`config.mk`:
```
export PLATFORM = sky130hd
export DESIGN_NAME = pipe_stall_ctrl
export DESIGN_NICKNAME = d
export VERILOG_FILES = /design/src/rtl/pipe_stall_ctrl.sv
export SDC_FILE = /design/constraint.sdc
export NUM_CORES = 1
export LEC_CHECK = 0
export CAP_MARGIN = 30
export CORE_ASPECT_RATIO = 0.75
export CORE_UTILIZATION = 37
export DETAILED_ROUTE_END_ITERATION = 7
export GPL_ROUTABILITY_DRIVEN = 0
export HOLD_SLACK_MARGIN = 0.05
export PLACE_DENSITY = 0.88
export SYNTH_ARGS = -nofsm -noshare
export SYNTH_HDL_FRONTEND = slang
export SYNTH_SLANG_ARGS = --single-unit
```
`constraint.sdc`:
```
create_clock -name clk -period 4.7 [get_ports clk]
set_input_delay 1.175 -clock clk [delete_from_list [all_inputs] [get_ports clk]]
set_output_delay 1.175 -clock clk [all_outputs]
set_load 0.005 [all_outputs]
```
`src/rtl/pipe_stall_ctrl.sv`:
```
// rtl/pipe_stall_ctrl.sv - stall/flush sequencer with memory-wait watchdog
// Optional macro PIPE_PERF_CNT_EN builds the saturating performance counters.
module pipe_stall_ctrl #(
    parameter int MAX_WAIT = 255,
    parameter int CNT_W    = 32
) (
    input  logic             clk,
    input  logic             rst_n,
    input  logic             Hazard_Detected,
    input  logic             Branch_Taken,
    input  logic             Mem_Req,
    input  logic             Sram_Ready,
    output logic             Freeze_PC,
    output logic             Freeze_IFID,
    output logic             Bubble_IDEXE,
    output logic             Flush,
    output logic             Mem_Freeze,
    output logic             Mem_Timeout,
    output logic [CNT_W-1:0] Stall_Cnt,
    output logic [CNT_W-1:0] Flush_Cnt,
    output logic [CNT_W-1:0] Wait_Cnt
);

    localparam logic [1:0] ST_RUN  = 2'd0;
    localparam logic [1:0] ST_WAIT = 2'd1;
    localparam logic [1:0] ST_HALT = 2'd2;
    localparam logic [7:0] MAX_WAIT_C = 8'(MAX_WAIT);

    logic [1:0] state_q, state_d;
    logic [7:0] wait_cnt_q, wait_cnt_d;
    logic       mem_stall;

    // A dropped request inside a wait counts as completion, so the same term
    // decides both entering and leaving the wait.
    assign mem_stall = Mem_Req & ~Sram_Ready;

    always_comb begin
        state_d      = state_q;
        wait_cnt_d   = wait_cnt_q;
        Freeze_PC    = 1'b0;
        Freeze_IFID  = 1'b0;
        Bubble_IDEXE = 1'b0;
        Flush        = 1'b0;
        Mem_Freeze   = 1'b0;
        Mem_Timeout  = 1'b0;
        if (state_q == ST_HALT) begin
            Mem_Freeze  = 1'b1;
            Mem_Timeout = 1'b1;
        end else if (mem_stall) begin
            Mem_Freeze = 1'b1;
            if (state_q == ST_RUN) begin
                state_d    = ST_WAIT;
                wait_cnt_d = 8'd1;
            end else if (wait_cnt_q == MAX_WAIT_C) begin
                state_d = ST_HALT;
            end else begin
                wait_cnt_d = wait_cnt_q + 8'd1;
            end
        end else begin
            // The release cycle of a wait is an ordinary RUN cycle.
            state_d    = ST_RUN;
            wait_cnt_d = 8'd0;
            if (Branch_Taken) begin
                Flush = 1'b1;
            end else if (Hazard_Detected) begin
                Freeze_PC    = 1'b1;
                Freeze_IFID  = 1'b1;
                Bubble_IDEXE = 1'b1;
            end
        end
        if (!rst_n) begin
            Freeze_PC    = 1'b0;
            Freeze_IFID  = 1'b0;
            Bubble_IDEXE = 1'b0;
            Flush        = 1'b0;
            Mem_Freeze   = 1'b0;
            Mem_Timeout  = 1'b0;
        end
    end

    always_ff @(posedge clk or negedge rst_n) begin
        if (!rst_n) begin
            state_q    <= ST_RUN;
            wait_cnt_q <= 8'd0;
        end else begin
            state_q    <= state_d;
            wait_cnt_q <= wait_cnt_d;
        end
    end

`ifdef PIPE_PERF_CNT_EN
    logic [CNT_W-1:0] stall_cnt_q, flush_cnt_q, wait_cnt_perf_q;

    always_ff @(posedge clk or negedge rst_n) begin
        if (!rst_n) begin
            stall_cnt_q     <= '0;
            flush_cnt_q     <= '0;
            wait_cnt_perf_q <= '0;
        end else begin
            if (Bubble_IDEXE && !(&stall_cnt_q))
                stall_cnt_q <= stall_cnt_q + 1'b1;
            if (Flush && !(&flush_cnt_q))
                flush_cnt_q <= flush_cnt_q + 1'b1;
            if (Mem_Freeze && !(&wait_cnt_perf_q))
                wait_cnt_perf_q <= wait_cnt_perf_q + 1'b1;
        end
    end

    assign Stall_Cnt = stall_cnt_q;
    assign Flush_Cnt = flush_cnt_q;
    assign Wait_Cnt  = wait_cnt_perf_q;
`else
    assign Stall_Cnt = '0;
    assign Flush_Cnt = '0;
    assign Wait_Cnt  = '0;
`endif

endmodule

```
==> implementation parameters, run 1 <==
Parameter                              Value

Outcome
  Outcome    complete, no violations

Finish
  Diode insertion count for antenna repair    0
  Fraction of layout instances using a drive strength above 1    6.90%
  # nets final    182
  # fillers    374
  Final Instance Area    1230 sq um
  Area Overhead vs Synth    -12.4%
  Core occupancy in the finished layout    35.6%

Clocking
  Post-CTS resize count    0
  Insertion delay to the later sink of the worst-skew pair    0.23 ns
  Post-CTS setup buffers    0
  Quantity of hold-fixing buffers added after cts    0
  Clock tree root buffer cell    clkbuf_8
  Clock tree from TritonCTS    built
  Number of levels the H-tree was split into    1
  CTS buffer count    3
  Clock input transition at the sequential cells of the worst setup and hold paths    0.05 ns
  Number of sinks driven by the clock tree    10
  Max clock buf depth    2

Flow run
  Number of violations of the max-capacitance limit    0

Drt
  Average wire length per cell after detail routing    8.92 um
  Count of routing violations after the opening detailed-route iteration    20
  Routed vias/inst    3.70
  Total Wirelength    2000 um
  Total via count after detailed routing    828
  First-pass iteration count of the detailed router    4
  Number of nets with antenna violations after detailed routing    0
  DRC violations left    0

Critical path
  Total number of cells along the worst setup path    5
  CP endpoint kind    primary output
  Slack of the worst reg-to-reg path    3.17 ns
  Buffer and inverter count on the worst path    2
  Delay-heaviest family, CP    buffers and inverters
  Depth of the worst register-to-register path    4
  Crit path to    Freeze_PC
  Library cell contributing the largest single delay on the critical path    clkdlybuf4s50_1
  Reg-to-reg startpoint    wait_cnt_q[0]
  Dominant cell type by count on the critical path    clkdlybuf4s50_1
  Worst stage delay on the critical path    0.57 ns
  Critical Path RT    3.52 ns
  Critical setup path kind    in2out
  Crit path arrival time    2.87 ns
  Cells traversed along the worst timing path    clkdlybuf4s50_1 > nand2b_1 > nand3_1 > nor3b_1 > clkdlybuf4s50_1
  Critical path startpoint    Sram_Ready
  Capturing point of the worst reg2reg path    wait_cnt_q[6]
  Launching element type of the critical path    primary input
  Largest fanout on the critical path    4

Power
  Power density relative to cell area    191 nW/um^2
  Worst IR Drop VDD    0.123 mV
  Flop pwr share    38.3%
  Static Leak    0.622 nW
  Tot Pwr    0.234 mW
  Logic pwr share    15.8%
  Clock power frac    46.0%
  Switch share    26.5%
  Net Sw Power    0.0621 mW
  Internal power    0.172 mW

Synth
  Asr flop ratio synth    100%
  Area leader, netlist    buf_4
  Post-Syn Instances    164
  Yosys reg bits    10
  Post-synthesis area per instance    8.54 sq um
  Yosys warning count    0
  Dominant register cell in the synthesized netlist    dfrtp_1
  Area share of the largest cell type after synthesis    53.0%
  Count of unique library cells instantiated by Yosys    41
  Dominant cells by area after synthesis    buf_4 (53%), dfrtp_1 (18%), buf_6 (1.6%), nand3b_1 (1.6%), o31ai_1 (1.6%)
  Cell area after synthesis    1400 sq um
  Ranking of synthesized cells by instance count    buf_4 (99), dfrtp_1 (10), a21oi_1 (4)
  Sequential share of the synthesized area    17.9%
  Post-synth EDFFs    0
  Cell with the most instances after synthesis    buf_4

Die
  Area of the die    4040 sq um
  Die Width    73.1 um
  Standard cell core area    3450 sq um
  Vert. Die Dim    55.3 um
  Standard-cell row count    18
  Boundary pin count    108
  Starting Density    40.7%

Timing
  Max Freq    247 MHz
  Worst clock skew on the final layout    0.000488 ns
  Fin crit share    86.1%
  Min Clock Period, post-route    4.05 ns
  Slew Limit Fails    0
  Setup violators final    0
  Worst hold slack    0.528 ns
  Final hold viol count    0
  Unrepaired setup endpoints after global routing    false
  Setup_tns    0 ns

Global routing
  GRT Resource Usage Total    9.20%
  First-pass GRT wire length    2880 um
  Vias in the first global route    618
  Initial antenna violation count    0
  Overall overflow remaining after global route    0
  Largest net degree at the start of global routing    13

Placement
  Port bufs    11
  Placement-stage cell area    1170 sq um
  Placed wire-length estimate    1610 um

Hold path
  HP Class    reg2reg
==> cells by family (layout without fill, tap and decap cells) <==
group | count (synthesis) | after routing | synth area share [%]
multiplexers | 1 | 1 | 0.714
AND/OR/NAND/NOR | 26 | 26 | 12.4
buffers and inverters | 103 | 18 | 55.2
flip-flops | 10 | 10 | 17.9
adder cells (fa/ha/maj) | 1 | 1 | 0.893
other | 1 | 96 | 0.268
AO/OA/AOI/OAI | 22 | 22 | 12.7
==> sequential cells by signal, summed over array words and instances, names as in the netlist <==
signal      count
state_q         2
wait_cnt_q      8
==> cell usage in the layout, fill, tap and decap left out, drive strengths merged, types with 2 or more instances in the layout <==
| cell type | Yosys | routed |
|---|---|---|
| a21oi | 4 | 4 |
| a31oi | 2 | 2 |
| and3 | 2 | 2 |
| and4 | 2 | 2 |
| clkbuf | 0 | 4 |
| clkdlybuf4s50 | 0 | 11 |
| conb | 1 | 96 |
| dfrtp | 10 | 10 |
| inv | 2 | 2 |
| nand2 | 3 | 3 |
| nand2b | 2 | 2 |
| nand3 | 3 | 3 |
| nand3b | 3 | 3 |
| nand4 | 2 | 2 |
| nor2 | 2 | 2 |
| nor2b | 2 | 2 |
| o31ai | 3 | 3 |
| o41ai | 2 | 2 |
==> power groups by stage <==
stage          Clock, mW  Combinational [mW]  Sequential, mW
2_1_floorplan          0              0.0841          0.0898
3_3_place_gp           0              0.0348          0.0908
3_5_place_dp           0              0.0350          0.0909
4_1_cts            0.111              0.0351          0.0894
5_1_grt            0.119              0.0421          0.0896
6_report           0.108              0.0369          0.0896
==> cell type report <==
type / instances / area, sq um / share of cell area, %
multi-input cells: 146 / 734 / 59.8
well taps: 50 / 62.6 / 5.10
inverters: 2 / 7.51 / 0.612
repair buffers: 12 / 118 / 9.58
clock buffers: 4 / 55.1 / 4.49
flip-flops and latches: 10 / 250 / 20.4
==> through the flow <==
step / worst slack (ns) / instances
after floorplan: 1.60 / 259
after global placement: 0.676 / 220
after detailed placement: 0.659 / 220
after CTS: 0.658 / 224
after global routing: 0.539 / 224
final: 0.652 / 224
==> how the worst min path moves through the flow <==
stage / to / from / cells past startpoint
after global placement: wait_cnt_q[1] / wait_cnt_q[1] / 1
after detailed placement: wait_cnt_q[1] / wait_cnt_q[1] / 1
final: wait_cnt_q[1] / wait_cnt_q[1] / 1
after global routing: wait_cnt_q[1] / wait_cnt_q[1] / 1
after floorplan: wait_cnt_q[1] / wait_cnt_q[1] / 1
after CTS: wait_cnt_q[1] / wait_cnt_q[1] / 1
==> routing by layer <==
layer  part of all wire (%)  GRT usage (%)  vias up
met2                     54           15.2       58
li1                       -              -      385
met4                   0.50           3.08        0
met1                     36           10.9      383
met5                      0              0        -
met3                    9.6           3.28        2
Note: power is estimated with default switching activity, not from simulation.
==> run 2, diff against run 1 <==
Settings changed: ABC_AREA from default to 1, CORE_UTILIZATION 37 to 36, PLACE_DENSITY 0.88 to 0.86.
==> implementation parameters, run 2 <==
Parameter                              Value

Outcome
  Outcome    complete, no violations

Placement
  Placement-stage cell area    1190 sq um (+1.4%)
  Port bufs    11 (unchanged)
  Placed wire-length estimate    1450 um (-10%)

Timing
  Max Freq    260 MHz (+5.2%)
  Fin crit share    81.9% (-4.3 points)
  Unrepaired setup endpoints after global routing    false
  Min Clock Period, post-route    3.85 ns (-0.201 ns)
  Final hold viol count    0 (unchanged)
  Worst clock skew on the final layout    0.000872 ns (+0.000384 ns)
  Setup_tns    0 ns (unchanged)
  Slew Limit Fails    0 (unchanged)
  Setup violators final    0 (unchanged)

Drt
  DRC violations left    0 (unchanged)
  Average wire length per cell after detail routing    6.53 um (-27%)
  Routed vias/inst    3.24 (-12%)
  First-pass iteration count of the detailed router    4 (unchanged)
  Number of nets with antenna violations after detailed routing    0 (unchanged)
  Count of routing violations after the opening detailed-route iteration    42 (+110%)
  Total Wirelength    1690 um (-16%)
  Total via count after detailed routing    837 (+1.1%)

Synth
  Area share of the largest cell type after synthesis    53.1% (+0.081 points)
  Fraction of synthesized area in multiplexers    0% (-0.71 points)
  Main combinational cell family by area after synthesis    buffers and inverters
  Area leader, netlist    buf_4
  Cell area after synthesis    1390 sq um (-1.2%)
  Adder-cell area share of the yosys netlist    0.903% (+0.010 points)
  Yosys warning count    0 (unchanged)
  Count of unique library cells instantiated by Yosys    21 (-49%)
  Post-synth EDFFs    0 (unchanged)
  Dominant register cell in the synthesized netlist    dfrtp_1
  Share of the synthesized netlist area taken by xor and xnor gates    0.632% (+0.63 points)
  Post-synthesis area per instance    7.18 sq um (-16%)
  Dominant cells by area after synthesis    buf_4 (53%), dfrtp_1 (18%), nand2_1 (8.7%), inv_1 (3.8%), nor2_1 (3.3%)
  Sequential share of the synthesized area    18.1% (+0.21 points)
  Area share of and/or/nand/nor cells after synthesis    19.6% (+7.2 points)
  Yosys reg bits    10 (unchanged)
  Cell with the most instances after synthesis    buf_4
  Ranking of synthesized cells by instance count    buf_4 (98), nand2_1 (32), inv_1 (14), nor2_1 (12), dfrtp_1 (10)
  Area fraction in compound gates after synthesis    3.34% (-9.3 points)
  Post-Syn Instances    193 (+18%)
  Asr flop ratio synth    100% (unchanged)

Die
  Starting Density    37.8% (-2.8 points)
  Standard cell core area    3660 sq um (+6.2%)
  Vert. Die Dim    55.7 um (+0.76%)
  Area of the die    4100 sq um (+1.5%)
  Die Width    73.6 um (+0.77%)
  Boundary pin count    108 (unchanged)
  Standard-cell row count    19 (+1)

Flow run
  Number of violations of the max-capacitance limit    0 (unchanged)

Hold path
  Hold Crit Start    wait_cnt_q[6]
  Min-Delay Path Depth    2 (+1)
  HP Class    reg2reg
  Hold Crit Endpoint    wait_cnt_q[6]

Clocking
  Post-CTS setup buffers    0 (unchanged)
  CTS buffer count    3 (unchanged)
  Clock tree from TritonCTS    built
  Insertion delay to the later sink of the worst-skew pair    0.23 ns (about the same)
  Number of levels the H-tree was split into    1 (unchanged)
  Post-CTS resize count    0 (unchanged)
  Clock input transition at the sequential cells of the worst setup and hold paths    0.05 ns (about the same)
  Clock tree root buffer cell    clkbuf_8
  Number of sinks driven by the clock tree    10 (unchanged)
  Max clock buf depth    2 (unchanged)
  Quantity of hold-fixing buffers added after cts    0 (unchanged)

Critical path
  Critical Path RT    3.52 ns (about the same)
  CP endpoint kind    primary output
  Critical setup path kind    in2out
  Crit path arrival time    2.67 ns (-0.20 ns)
  Slack of the worst reg-to-reg path    3.26 ns (+0.09 ns)
  Capturing point of the worst reg2reg path    wait_cnt_q[6]
  Depth of the worst register-to-register path    8 (+4)
  Launching element type of the critical path    primary input
  Reg-to-reg startpoint    wait_cnt_q[0]
  Largest fanout on the critical path    5 (+1)

Global routing
  First-pass GRT wire length    2590 um (-10%)
  GRT Resource Usage Total    8.00% (-1.2 points)
  Vias in the first global route    621 (+0.49%)
  Initial antenna violation count    0 (unchanged)
  Overall overflow remaining after global route    0 (unchanged)
  Largest net degree at the start of global routing    11 (-2)

Power
  Tot Pwr    0.233 mW (-0.59%)
  Clock power frac    45.9% (about the same)
  Static Leak    0.738 nW (+19%)
  Flop pwr share    38.2% (about the same)
  Internal power    0.171 mW (-0.69%)
  Worst IR Drop VDD    0.0994 mV (-19%)
  Switch share    26.6% (+0.071 points)
  Power density relative to cell area    187 nW/um^2 (-1.9%)
  Net Sw Power    0.0619 mW (-0.32%)
  Logic pwr share    16.0% (+0.2 points)

Finish
  Biggest regs    wait_cnt_q x8, state_q x2
  # nets final    214 (+18%)
  Diode insertion count for antenna repair    0 (unchanged)
  Register containing the most flip-flops in the final layout    wait_cnt_q
  Fraction of layout instances using a drive strength above 1    7.28% (+0.39 points)
  Max reg flops    8 (unchanged)
  # fillers    403 (+7.8%)
  Area Overhead vs Synth    -10.2%
  Highest-count cells in the layout ignoring fill and taps    conb_1 (96), nand2_1 (32), inv_1 (14), nor2_1 (12), clkdlybuf4s50_1 (11)
  Commonest non-fill, non-tap cell in the layout    conb_1
  Core occupancy in the finished layout    34.0% (-1.6 points)
  Final Instance Area    1240 sq um (+1.3%)
-- run 2: cell count changes after synthesis, sizes merged, moves of 3 or more --
cell   change
nand2     +33
o31ai      -3
nor2      +13
buf        -3
inv       +13
o21ai      +3
-- run 2: kinds of logic (layout without fill, tap and decap cells) --
kind of cell,Yosys count,in the layout
buffers and inverters,113,31
and+or+nand+nor,59,59
DFF,10,10
AOI/OAI and AO/OA,8,8
adders and majority gates,1,1
other,1,96
xor gates and xnor gates,1,1
-- run 2: worst max-delay path: stages --
cell and delay [ns]:
clkdlybuf4s50_1 0.45, inv_1 0.04, nand2_1 0.18, nand3_1 0.12, nor2_1 0.17, clkdlybuf4s50_1 0.53
-- run 2: metal layers --
metal | global-route usage (%) | part of all wire, % | vias up
met5 | 0 | 0 | -
met4 | 2.47 | 0.83 | 0
met3 | 1.63 | 7.5 | 2
met2 | 12.8 | 50 | 49
met1 | 10.7 | 41 | 373
li1 | - | - | 413
-- run 2: cell type report --
| cell class | instances | area (sq um) | share of cell area (%) |
|---|---|---|---|
| multi-input combinational | 165 | 699 | 56.2 |
| sequential | 10 | 250 | 20.1 |
| inverter | 15 | 56.3 | 4.53 |
| tap | 52 | 65.1 | 5.23 |
| clock buffer | 4 | 55.1 | 4.43 |
| timing repair buffer | 12 | 118 | 9.46 |
-- run 2: per-stage QoR --
stage               cells  setup WS (ns)  hold WS [ns]
finish                258          0.853         0.511
global placement      254          0.886         0.487
CTS                   258          0.845         0.516
detailed placement    254          0.848         0.505
global route          258          0.726         0.549
floorplan             288           1.74         0.471
-- run 2: worst max path at each step --
stage | startpoint | end | cells past startpoint
floorplan | Sram_Ready | Freeze_IFID | 5
CTS | rst_n | Freeze_PC | 4
global placement | rst_n | Bubble_IDEXE | 4
finish | Sram_Ready | Freeze_PC | 6
global route | rst_n | Freeze_PC | 4
detailed placement | rst_n | Freeze_PC | 4
-- run 2: power by group through the flow --
stage / combinational (mW) / sequential, mW / clock (mW)
global placement: 0.0351 / 0.0900 / 0
global route: 0.0438 / 0.0889 / 0.114
CTS: 0.0359 / 0.0888 / 0.109
finish: 0.0372 / 0.0888 / 0.107
floorplan: 0.0831 / 0.0898 / 0
detailed placement: 0.0358 / 0.0902 / 0
